<file path="src/rtl/writeback_ctrl_if.sv">
// Handshake, job-control and dual BRAM write bus between the layer FSM and
// the writeback sequencer.
interface writeback_ctrl_if;
  logic        start;
  logic [11:0] base_addr;
  logic [15:0] byte_total;
  logic        dst_sel;
  logic        in_valid;
  logic        in_ready;
  logic [7:0]  sum1;
  logic [7:0]  sum2;
  logic [7:0]  sum3;
  logic [7:0]  sum4;
  logic [7:0]  sum5;
  logic        we_BRAM32k_1;
  logic        we_BRAM32k_2;
  logic [11:0] addr_BRAM32k_1;
  logic [11:0] addr_BRAM32k_2;
  logic [63:0] din_BRAM32k_1;
  logic [63:0] din_BRAM32k_2;
  logic        busy;
  logic        done;

  modport master (
    output start, base_addr, byte_total, dst_sel, in_valid,
    output sum1, sum2, sum3, sum4, sum5,
    input  in_ready, busy, done,
    input  we_BRAM32k_1, we_BRAM32k_2, addr_BRAM32k_1, addr_BRAM32k_2,
    input  din_BRAM32k_1, din_BRAM32k_2
  );

  modport slave (
    input  start, base_addr, byte_total, dst_sel, in_valid,
    input  sum1, sum2, sum3, sum4, sum5,
    output in_ready, busy, done,
    output we_BRAM32k_1, we_BRAM32k_2, addr_BRAM32k_1, addr_BRAM32k_2,
    output din_BRAM32k_1, din_BRAM32k_2
  );
endinterface

</file>
<file path="src/rtl/writeback_ctrl.sv">
// PE-group writeback sequencer: adds five signed partial sums per transfer,
// saturates to a byte, packs eight bytes per word and writes them to a BRAM port.
module writeback_ctrl (
  input  logic            clk,
  input  logic            rst,
  writeback_ctrl_if.slave bus
);

  typedef enum logic [2:0] {IDLE, RUN, DRAIN, FLUSH, DONE} state_e;

  state_e              state_q;
  logic                in_ready_q;
  logic                busy_q;
  logic                done_q;
  logic                we1_q;
  logic                we2_q;
  logic [11:0]         addr1_q;
  logic [11:0]         addr2_q;
  logic [63:0]         din1_q;
  logic [63:0]         din2_q;
  logic [15:0]         total_q;
  logic [15:0]         cnt_q;
  logic [11:0]         cur_addr_q;
  logic                sel_q;
  logic                s1_valid_q;
  logic signed [10:0]  p1_q;
  logic signed [10:0]  p2_q;
  logic                s2_valid_q;
  logic                full_q;
  logic [2:0]          lane_q;
  logic [63:0]         pack_q;

  logic                xfer;
  logic signed [10:0]  p1_d;
  logic signed [10:0]  p2_d;
  logic signed [10:0]  r_sum;
  logic [7:0]          sat_byte;
  logic [63:0]         pack_base;
  logic [63:0]         pack_d;
  logic [15:0]         cnt_d;
  logic                pipe_empty;
  logic                flush_now;
  logic                emit_now;

  function automatic logic signed [10:0] sext(input logic [7:0] v);
    return {{3{v[7]}}, v};
  endfunction

  assign xfer = bus.in_valid & in_ready_q;

  always_comb begin
    p1_d  = sext(bus.sum1) + sext(bus.sum2) + sext(bus.sum3);
    p2_d  = sext(bus.sum4) + sext(bus.sum5);
    r_sum = p1_q + p2_q;
    if (r_sum > 11'sd127) begin
      sat_byte = 8'h7F;
    end else if (r_sum < -11'sd128) begin
      sat_byte = 8'h80;
    end else begin
      sat_byte = r_sum[7:0];
    end
  end

  // A full word is emitted in the same cycle that lane 0 of the next word may land.
  assign pack_base = full_q ? 64'd0 : pack_q;

  genvar gi;
  generate
    for (gi = 0; gi < 8; gi++) begin : g_lane
      assign pack_d[8*gi +: 8] = (s1_valid_q && lane_q == 3'(gi)) ? sat_byte
                                                                    : pack_base[8*gi +: 8];
    end
  endgenerate

  assign cnt_d      = cnt_q + 16'd1;
  assign pipe_empty = !s1_valid_q && !s2_valid_q;
  assign flush_now  = (state_q == DRAIN) && pipe_empty && (lane_q != 3'd0);
  assign emit_now   = full_q || flush_now;

  always_ff @(posedge clk) begin
    if (rst) begin
      state_q    <= IDLE;
      in_ready_q <= 1'b0;
      busy_q     <= 1'b0;
      done_q     <= 1'b0;
      we1_q      <= 1'b0;
      we2_q      <= 1'b0;
      addr1_q    <= 12'd0;
      addr2_q    <= 12'd0;
      din1_q     <= 64'd0;
      din2_q     <= 64'd0;
      total_q    <= 16'd0;
      cnt_q      <= 16'd0;
      cur_addr_q <= 12'd0;
      sel_q      <= 1'b0;
      s1_valid_q <= 1'b0;
      p1_q       <= 11'sd0;
      p2_q       <= 11'sd0;
      s2_valid_q <= 1'b0;
      full_q     <= 1'b0;
      lane_q     <= 3'd0;
      pack_q     <= 64'd0;
    end else begin
      we1_q      <= 1'b0;
      we2_q      <= 1'b0;
      s1_valid_q <= xfer;
      if (xfer) begin
        p1_q <= p1_d;
        p2_q <= p2_d;
      end
      s2_valid_q <= s1_valid_q;
      full_q     <= s1_valid_q && (lane_q == 3'd7);
      pack_q     <= pack_d;
      if (s1_valid_q) begin
        lane_q <= lane_q + 3'd1;
      end

      if (emit_now) begin
        if (sel_q) begin
          we2_q   <= 1'b1;
          addr2_q <= cur_addr_q;
          din2_q  <= pack_q;
        end else begin
          we1_q   <= 1'b1;
          addr1_q <= cur_addr_q;
          din1_q  <= pack_q;
        end
        cur_addr_q <= cur_addr_q + 12'd1;
      end

      case (state_q)
        IDLE: begin
          if (bus.start) begin
            busy_q     <= 1'b1;
            total_q    <= bus.byte_total;
            cur_addr_q <= bus.base_addr;
            sel_q      <= bus.dst_sel;
            cnt_q      <= 16'd0;
            if (bus.byte_total == 16'd0) begin
              state_q <= DONE;
            end else begin
              state_q    <= RUN;
              in_ready_q <= 1'b1;
            end
          end
        end
        RUN: begin
          if (xfer) begin
            cnt_q <= cnt_d;
            if (cnt_d == total_q) begin
              in_ready_q <= 1'b0;
              state_q    <= DRAIN;
            end
          end
        end
        DRAIN: begin
          if (pipe_empty) begin
            if (lane_q != 3'd0) begin
              state_q <= FLUSH;
              pack_q  <= 64'd0;
              lane_q  <= 3'd0;
            end else begin
              state_q <= DONE;
              done_q  <= 1'b1;
            end
          end
        end
        FLUSH: begin
          state_q <= DONE;
          done_q  <= 1'b1;
        end
        DONE: begin
          // A zero-length job enters with done low, so its pulse lands one cycle later.
          if (done_q) begin
            done_q  <= 1'b0;
            busy_q  <= 1'b0;
            state_q <= IDLE;
          end else begin
            done_q <= 1'b1;
          end
        end
        default: state_q <= IDLE;
      endcase
    end
  end

  assign bus.in_ready       = in_ready_q;
  assign bus.busy           = busy_q;
  assign bus.done           = done_q;
  assign bus.we_BRAM32k_1   = we1_q;
  assign bus.we_BRAM32k_2   = we2_q;
  assign bus.addr_BRAM32k_1 = addr1_q;
  assign bus.addr_BRAM32k_2 = addr2_q;
  assign bus.din_BRAM32k_1  = din1_q;
  assign bus.din_BRAM32k_2  = din2_q;

endmodule

</file>
<file path="src/flat_wrapper.sv">
// flat-port wrapper written by rule: the top's interface ports become plain ports
module writeback_ctrl_flat 
  (clk, rst, bus_start, bus_base_addr, bus_byte_total, bus_dst_sel, bus_in_valid, bus_sum1, bus_sum2, bus_sum3, bus_sum4, bus_sum5, bus_in_ready, bus_busy, bus_done, bus_we_BRAM32k_1, bus_we_BRAM32k_2, bus_addr_BRAM32k_1, bus_addr_BRAM32k_2, bus_din_BRAM32k_1, bus_din_BRAM32k_2);
  writeback_ctrl_if bus_i ();
  input  logic clk;
  input  logic rst;
  input wire logic [$bits(bus_i.start)-1:0] bus_start;
  input wire logic [$bits(bus_i.base_addr)-1:0] bus_base_addr;
  input wire logic [$bits(bus_i.byte_total)-1:0] bus_byte_total;
  input wire logic [$bits(bus_i.dst_sel)-1:0] bus_dst_sel;
  input wire logic [$bits(bus_i.in_valid)-1:0] bus_in_valid;
  input wire logic [$bits(bus_i.sum1)-1:0] bus_sum1;
  input wire logic [$bits(bus_i.sum2)-1:0] bus_sum2;
  input wire logic [$bits(bus_i.sum3)-1:0] bus_sum3;
  input wire logic [$bits(bus_i.sum4)-1:0] bus_sum4;
  input wire logic [$bits(bus_i.sum5)-1:0] bus_sum5;
  output wire logic [$bits(bus_i.in_ready)-1:0] bus_in_ready;
  output wire logic [$bits(bus_i.busy)-1:0] bus_busy;
  output wire logic [$bits(bus_i.done)-1:0] bus_done;
  output wire logic [$bits(bus_i.we_BRAM32k_1)-1:0] bus_we_BRAM32k_1;
  output wire logic [$bits(bus_i.we_BRAM32k_2)-1:0] bus_we_BRAM32k_2;
  output wire logic [$bits(bus_i.addr_BRAM32k_1)-1:0] bus_addr_BRAM32k_1;
  output wire logic [$bits(bus_i.addr_BRAM32k_2)-1:0] bus_addr_BRAM32k_2;
  output wire logic [$bits(bus_i.din_BRAM32k_1)-1:0] bus_din_BRAM32k_1;
  output wire logic [$bits(bus_i.din_BRAM32k_2)-1:0] bus_din_BRAM32k_2;
  assign bus_i.start = bus_start;
  assign bus_i.base_addr = bus_base_addr;
  assign bus_i.byte_total = bus_byte_total;
  assign bus_i.dst_sel = bus_dst_sel;
  assign bus_i.in_valid = bus_in_valid;
  assign bus_i.sum1 = bus_sum1;
  assign bus_i.sum2 = bus_sum2;
  assign bus_i.sum3 = bus_sum3;
  assign bus_i.sum4 = bus_sum4;
  assign bus_i.sum5 = bus_sum5;
  assign bus_in_ready = bus_i.in_ready;
  assign bus_busy = bus_i.busy;
  assign bus_done = bus_i.done;
  assign bus_we_BRAM32k_1 = bus_i.we_BRAM32k_1;
  assign bus_we_BRAM32k_2 = bus_i.we_BRAM32k_2;
  assign bus_addr_BRAM32k_1 = bus_i.addr_BRAM32k_1;
  assign bus_addr_BRAM32k_2 = bus_i.addr_BRAM32k_2;
  assign bus_din_BRAM32k_1 = bus_i.din_BRAM32k_1;
  assign bus_din_BRAM32k_2 = bus_i.din_BRAM32k_2;
  writeback_ctrl u_core (.clk(clk), .rst(rst), .bus(bus_i));
endmodule
</file>
<file path="config.mk">
export PLATFORM = sky130hd
export DESIGN_NAME = writeback_ctrl_flat
export DESIGN_NICKNAME = d
export VERILOG_FILES = /design/src/rtl/writeback_ctrl_if.sv /design/src/rtl/writeback_ctrl.sv /design/src/flat_wrapper.sv
export SDC_FILE = /design/constraint.sdc
export NUM_CORES = 1
export LEC_CHECK = 0
export ABC_CLOCK_PERIOD_IN_PS = 6100
export BUFFER_PORTS_ARGS = -buffer_cell sky130_fd_sc_hd__buf_2
export CORE_ASPECT_RATIO = 0.75
export CORE_MARGIN = 2
export CORE_UTILIZATION = 50
export DETAILED_ROUTE_END_ITERATION = 10
export HOLD_SLACK_MARGIN = 0.08
export PLACE_DENSITY = 0.81
export SETUP_SLACK_MARGIN = 0.15
export SYNTH_ARGS = -nofsm -noshare
export SYNTH_HDL_FRONTEND = slang
export SYNTH_SLANG_ARGS = --single-unit
</file>
<file path="constraint.sdc">
create_clock -name clk -period 6.1 [get_ports clk]
set_input_delay 0.305 -clock clk [delete_from_list [all_inputs] [get_ports clk]]
set_output_delay 0.305 -clock clk [all_outputs]
set_load 0.005 [all_outputs]
</file>
# Word-level counts from Yosys, hierarchy flattened
# Cells that the tools add are included.
[word_totals] register_bits=297 inputBits=73 output_inout_bits=157 wordCells=128
[classes] add_sub_neg=7 order_cmp=2 eq_ne=19 muxes=46 bitwise_logic=3 reduce_logical=30
[ops] op="64-bit two-way mux" n=4
[ops] op="8-bit two-way mux" n=10
[ops] op="12-bit two-way mux" n=3
[ops] op="3-bit two-way mux" n=11
[ops] op="16-bit two-way mux" n=2
[ops] op="16-bit one-hot mux with 2 select lines" n=1
[ops] op="8-bit by 8-bit adder with 9-bit output" n=2
[ops] op="16-bit by 1-bit adder with 16-bit output, second input constant" n=1
[ops] op="16-bit equality test" n=1
[ops] op="16-bit zero test" n=1
[ops] op="3-bit equality test, second input constant" n=5
[ops] op="3-bit one-hot mux with 5 select lines" n=1
[ops] op="12-bit by 1-bit adder with 12-bit output, second input constant" n=1
[ops] op="3-bit by 2-bit equality test with 1-bit output, second input constant" n=4
[ops] op="11-bit adder" n=1
[ops] op="11-bit by 8-bit greater-than comparator with 1-bit output, second input constant" n=1
[ops] op="1-bit logical AND" n=11
[ops] op="11-bit by 8-bit < comparator with 1-bit output, second input constant" n=1
[ops] op="1-bit two-way mux" n=11
[ops] op="9-bit by 8-bit adder with 10-bit output" n=1
[ops] op="5-bit AND reduction" n=2
[ops] op="3-bit AND reduction" n=3
[ops] op="2-bit by 1-bit inequality test with 1-bit output, second input constant" n=4
[ops] op="3-bit by 1-bit equality test with 1-bit output, second input constant" n=2
[ops] op="13 further kinds" n=23

# Logic depth before layout (Yosys ltp)
[logic_depth] ltp_word=8 mapped_depth=13 ltp_nobuf=13

# Worst setup path before layout
# Ideal clock, no wire load.
[synth_timing] path_kind="flip-flop to flip-flop" start="reg u_core.p2_q[0]" end="reg u_core.pack_q[10]" setup_time_ns=0.075 arrival_time_ns=2.438 setup_slack_ns=3.587 path_stages_with_launch=12 path_buffers=1 period_less_slack_ns=2.513 cell_sequence="dfxtp_1 -> ha_1 -> inv_1 -> fa_1 -> nand2b_1 -> a21oi_1 -> o21ai_1 -> o21a_1 -> buf_2 -> a31oi_1 -> a21oi_1 -> o21ai_0"
[synth_between] elab_chain_len=8 elab_cells_between_ends=9
[synth_rtl] element="from (decl)" line="writeback_ctrl.sv:27" text="logic signed [10:0] p2_q;"
[synth_rtl] element="from (signal assigned)" line="writeback_ctrl.sv:109" text="p2_q <= p2_d;"
[synth_rtl] element="11-bit adder *" line="writeback_ctrl.sv:54" text="r_sum = p1_q + p2_q;"
[synth_rtl] element="11-bit by 8-bit < comparator with 1-bit output" line="writeback_ctrl.sv:57" text="end else if (r_sum < -11'sd128) begin"
[synth_rtl] element="8-bit two-way mux" line="writeback_ctrl.sv:57"
[synth_rtl] element="8-bit two-way mux *" line="writeback_ctrl.sv:55" text="if (r_sum > 11'sd127) begin"
[synth_rtl] element="8-bit two-way mux *" line="writeback_ctrl.sv:70" text="assign pack_d[8*gi +: 8] = (s1_valid_q && lane_q == 3'(gi)) ? sat_byte"
[synth_rtl] element="64-bit two-way mux" line="writeback_ctrl.sv:158" text="if (lane_q != 3'd0) begin"
[synth_rtl] element="64-bit two-way mux" line="writeback_ctrl.sv:157" text="if (pipe_empty) begin"
[synth_rtl] element="64-bit two-way mux *" line="writeback_ctrl.sv:131" text="case (state_q)"
[synth_rtl] element="to (signal assigned)" line="writeback_ctrl.sv:113" text="pack_q <= pack_d;"
[synth_rtl] element="to (decl)" line="writeback_ctrl.sv:31" text="logic [63:0] pack_q;"
# Mark *: on every way between the ends. The rest lies on a longest branch, timed or not.
# A chain may end at the register's enable or synchronous reset.

# Final worst setup path
[layout_timing] start="reg u_core.p2_q[7]" end="reg u_core.pack_q[29]"
# The elaborated chain is that of the path after synthesis.

==> results.md <==
Global route:
- The global-route congestion overflow total is 0.
- For this run, the total global-route usage over all layers was measured as 0.253.
- The number of antenna violations at the first check in global routing is 0.
- In the global route stage, met2 resource usage came out at 0.393.
- The wire length of the first global-routing pass is 54.1 mm.
- The number of global-route vias before repair is 10700.
- The largest net degree at the start of global routing is 132.
- The global routing usage on met3 is 0.0393.
- The busiest layer in global routing is met2.
- The met1 track demand over resource is 0.367.

Synthesis:
- The combined area of all synthesized cells is 12400 sq um.
- The number of library cell types mapped by synthesis is 61.
- The synthesized netlist net count is 1675.
- The share of synthesized area occupied by flip-flops and latches is 0.474.
- Each instance of the synthesized netlist takes up on average 7.97 sq um.
- Counting every instance in the synthesized netlist gives 1557.
- The commonest register cell after synthesis is dfxtp_1.
- In the synthesized netlist the async set-or-reset flop fraction comes to 0.
- During synthesis, Yosys emitted a total of 0 warnings.
- The number of register bits inferred by synthesis is 294.
- Yosys mapped a number of flops with a built-in enable equal to 0.

Placement:
- Once placement finished, the instance area stood at 13700 sq um.
- The pre-CTS setup slack is 2900 ps.
- The congestion estimate from routability-driven global placement came to 0.938.
- The count of buffers added on input and output ports is 229.
- The final HPWL from detailed placement is 23.0 mm.

Clocking:
- The CTS tree is built.
- The clock-pin slew on the worst setup and hold paths is 70 ps.
- The source-to-sink clock delay at the later pin of the worst-skew pair is 540 ps.
- The count of buffers added by post-CTS timing repair for setup is 0.
- The number of clock sinks is 294.
- The buffer depth of the longest clock path is 3.
- TritonCTS created 28 clock buffers.
- The number of levels the H-tree was split into is 1.
- The master cell of the clock root buffer is clkbuf_16.

Floorplanning:
- From left edge to right edge, the die measures 186 um.
- The core region is 24200 sq um.
- The initial utilization of the core area, before any placement, comes to 0.514.
- The die covers 26100 sq um.
- Row generation in the floorplan step produced 49 rows.
- In this run the vertical extent of the chip is 140 um.
- The number of primary I/O pins is 230.

STA:
- Hold is met by 113 ps.
- In the post-route analysis, the smallest setup slack over all paths is 2790 ps.
- Setup violations remaining at the end of the flow were counted as 0.
- Setup repair after global routing left no endpoint under its margin.
- The clock period minus worst slack is 3310 ps.
- The final hold violation count is 0.
- Summed over all failing endpoints, the final setup total negative slack is 0 ps.
- The clock arrives with 10.7 ps of skew.
- The part of the cycle the worst path needs is 0.543.
- The remaining max-slew budget at the tightest pin is 0.314.
- The transition time at the pin with the least slew margin is 1030 ps.
- The top achievable clock speed is 0.302 GHz.
- The max-slew violation count is 0.

Critical path:
- In this run the worst path has a maximum fanout of 10.
- The start-to-end type of the worst setup path is reg -> reg.
- The critical path data required time is 6480 ps.
- The endpoint identified for the worst register-to-register timing path is u_core.pack_q[29].
- The register-to-register setup slack is 2790 ps.
- At the worst endpoint, the arrival time is 3690 ps.
- The critical register-to-register path startpoint is u_core.p2_q[7].
- The critical path startpoint category is a flop.
- For the worst flop-to-flop path, the logic depth is 7.
- STA classifies the critical path endpoint as a flop.

Layout:
- In the final layout, the share of cells above drive strength 1 is 0.164.
- Relative to the synthesized area, the layout overhead comes to 19.6%.
- The number of nets at the end of the flow is 1872.
- The number of antenna diodes in the final layout is 0.
- At the end of the flow the core is filled with cells to 0.614.
- Once layout is done, the placed cells without fillers occupy 14800 sq um.

Worst hold path:
- The origin of the worst min-delay path is bus_base_addr[11].
- The path with the worst hold slack has its endpoint at u_core.cur_addr_q[11].
- The number of cells on the worst hold path is 3.
- The worst hold path belongs to the class in -> reg.

Route:
- After detailed routing, the number of remaining DRC violations is 0.
- The count of vias placed by the detailed router is 11400.
- The residual antenna-violating net count after detailed routing is 0.
- The wire length reported by the detailed router is 34.0 mm.
- In the routed layout, each cell is associated on average with a via count of 5.43.
- The first TritonRoute pass finished after 7 iterations.
- After detailed routing, the average wire length per cell comes to 16.2 um.
- The iteration-0 DRC count of the detailed router is 812.

Pwr:
- The worst-case IR drop observed on VDD is 0.224 mV.
- In this run the power density over the cells is 279 nW/um^2.
- The leakage power of the design is 5.94 nW.

Job:
- Across the run, the number of max-cap violations was 0.

Run status:
- The flow ran to the end, and the final reports show no timing, DRC or antenna violations.
==> how the worst max path moves through the flow <==
stage	startpoint	end	depth (start not counted)
final	u_core.p2_q[7]	u_core.pack_q[29]	7
after global placement	u_core.p2_q[7]	u_core.pack_q[45]	7
after CTS	u_core.p2_q[7]	u_core.pack_q[29]	7
after detailed placement	u_core.p2_q[7]	u_core.pack_q[29]	7
after floorplan	u_core.p2_q[0]	u_core.pack_q[10]	11
after global routing	u_core.s1_valid_q	u_core.bus.din_BRAM32k_2[8]	6
==> power by group <==
| part | leakage (nW) | internal (mW) | total, mW | switching (mW) |
|---|---|---|---|---|
| Clock | 0.457 | 1.03 | 1.78 | 0.746 |
| Combinational | 3.11 | 0.133 | 0.386 | 0.254 |
| Sequential | 2.38 | 1.95 | 1.98 | 0.0333 |
| Total | 5.94 | 3.11 | 4.14 | 1.03 |
==> metrics by stage <==
stage / total power, mW / cells
finish: 4.14 / 2107
CTS: 4.15 / 2107
global route: 4.28 / 2107
floorplan: 2.25 / 1557
detailed placement: 2.39 / 2031
global placement: 2.38 / 2031
==> layer usage <==
layer | vias to the layer above | part of all wire
li1 | 5637 | -
met1 | 5326 | 0.47
met2 | 422 | 0.43
met3 | 55 | 0.068
met4 | 0 | 0.024
met5 | - | 0
==> registers in the layout (all words and copies together) (netlist names), 3 cells and up <==
name	cells
u_core.p1_q	10
u_core.total_q	16
u_core.bus.addr_BRAM32k_1	12
u_core.p2_q	9
u_core.cnt_q	16
u_core.cur_addr_q	12
u_core.bus.addr_BRAM32k_2	12
u_core.pack_q	64
u_core.bus.din_BRAM32k_1	64
u_core.state_q	3
u_core.bus.din_BRAM32k_2	64
u_core.lane_q	3
==> what timing repair did <==
action	in CTS	in global routing
resized for setup	0	0
hold buffers	24	0
endpoints found under the hold margin	24	0
==> Yosys cell counts, drive strengths merged, types with 4 or more instances <==
library cell,number,area [sq um]
nand2,445,1670
dfxtp,294,5890
a21oi,233,1170
o21ai,85,429
nor2,80,300
clkbuf,71,268
ha,34,425
nand3,34,170
inv,30,113
nand2b,24,150
nor3,24,125
xnor2,23,201
buf,20,113
a211oi,18,140
nor2b,15,93.8
and3,11,68.8
fa,11,220
xor2,11,96.3
nor4,8,65.1
nand4,7,43.8
a311oi,6,52.6
o21a,6,45.0
a21o,5,37.5
mux2i,5,50.1
nand3b,5,37.5
a211o,4,35.0
or3,4,25.0
==> final cells by class <==
cell class,count,area (sq um)
clock buffers,42,835
clock inverters,10,108
fillers,2135,9320
inverters,30,113
multi-input cells,1142,6050
flip-flops and latches,294,5890
well taps,331,414
repair buffers,258,1430
==> cell usage in the layout (no fill, tap or decap), types with 4 or more instances in the layout <==
cell type	instances
nand2_1	445
nand2b_1	23
o21a_1	6
clkbuf_1	7
nor4_1	7
a21oi_1	233
buf_4	5
a311oi_1	6
xor2_1	11
buf_2	228
clkinv_2	5
nor3_1	23
dlygate4sd3_1	24
nand3_1	34
xnor2_1	23
a21o_1	5
clkbuf_16	29
nand3b_1	5
inv_1	30
a211oi_1	17
fa_1	11
a211o_1	4
o21ai_1	6
nor2_1	79
mux2i_1	5
nand4_1	7
dfxtp_1	294
nor2b_1	14
clkbuf_8	6
or3_1	4
ha_1	34
o21ai_0	78
and3_1	11
==> worst max-delay path: stages, from the launching register on <==
cell	delay [ps]
dfxtp_1	310
ha_1	390
a2111o_1	420
o21ai_1	280
o21a_1	460
o21ai_2	300
a21oi_1	760
o21ai_0	240
==> kinds of logic after synthesis <==
group,share of synthesized area
AND/OR/NAND/NOR,0.237
multiplexers,0.00403
AO/OA/AOI/OAI,0.168
flip-flops,0.474
adder cells (fa/ha/maj),0.0520
buffers and inverters,0.0397
XOR/XNOR,0.0240
(Power assumes the default switching activity.)
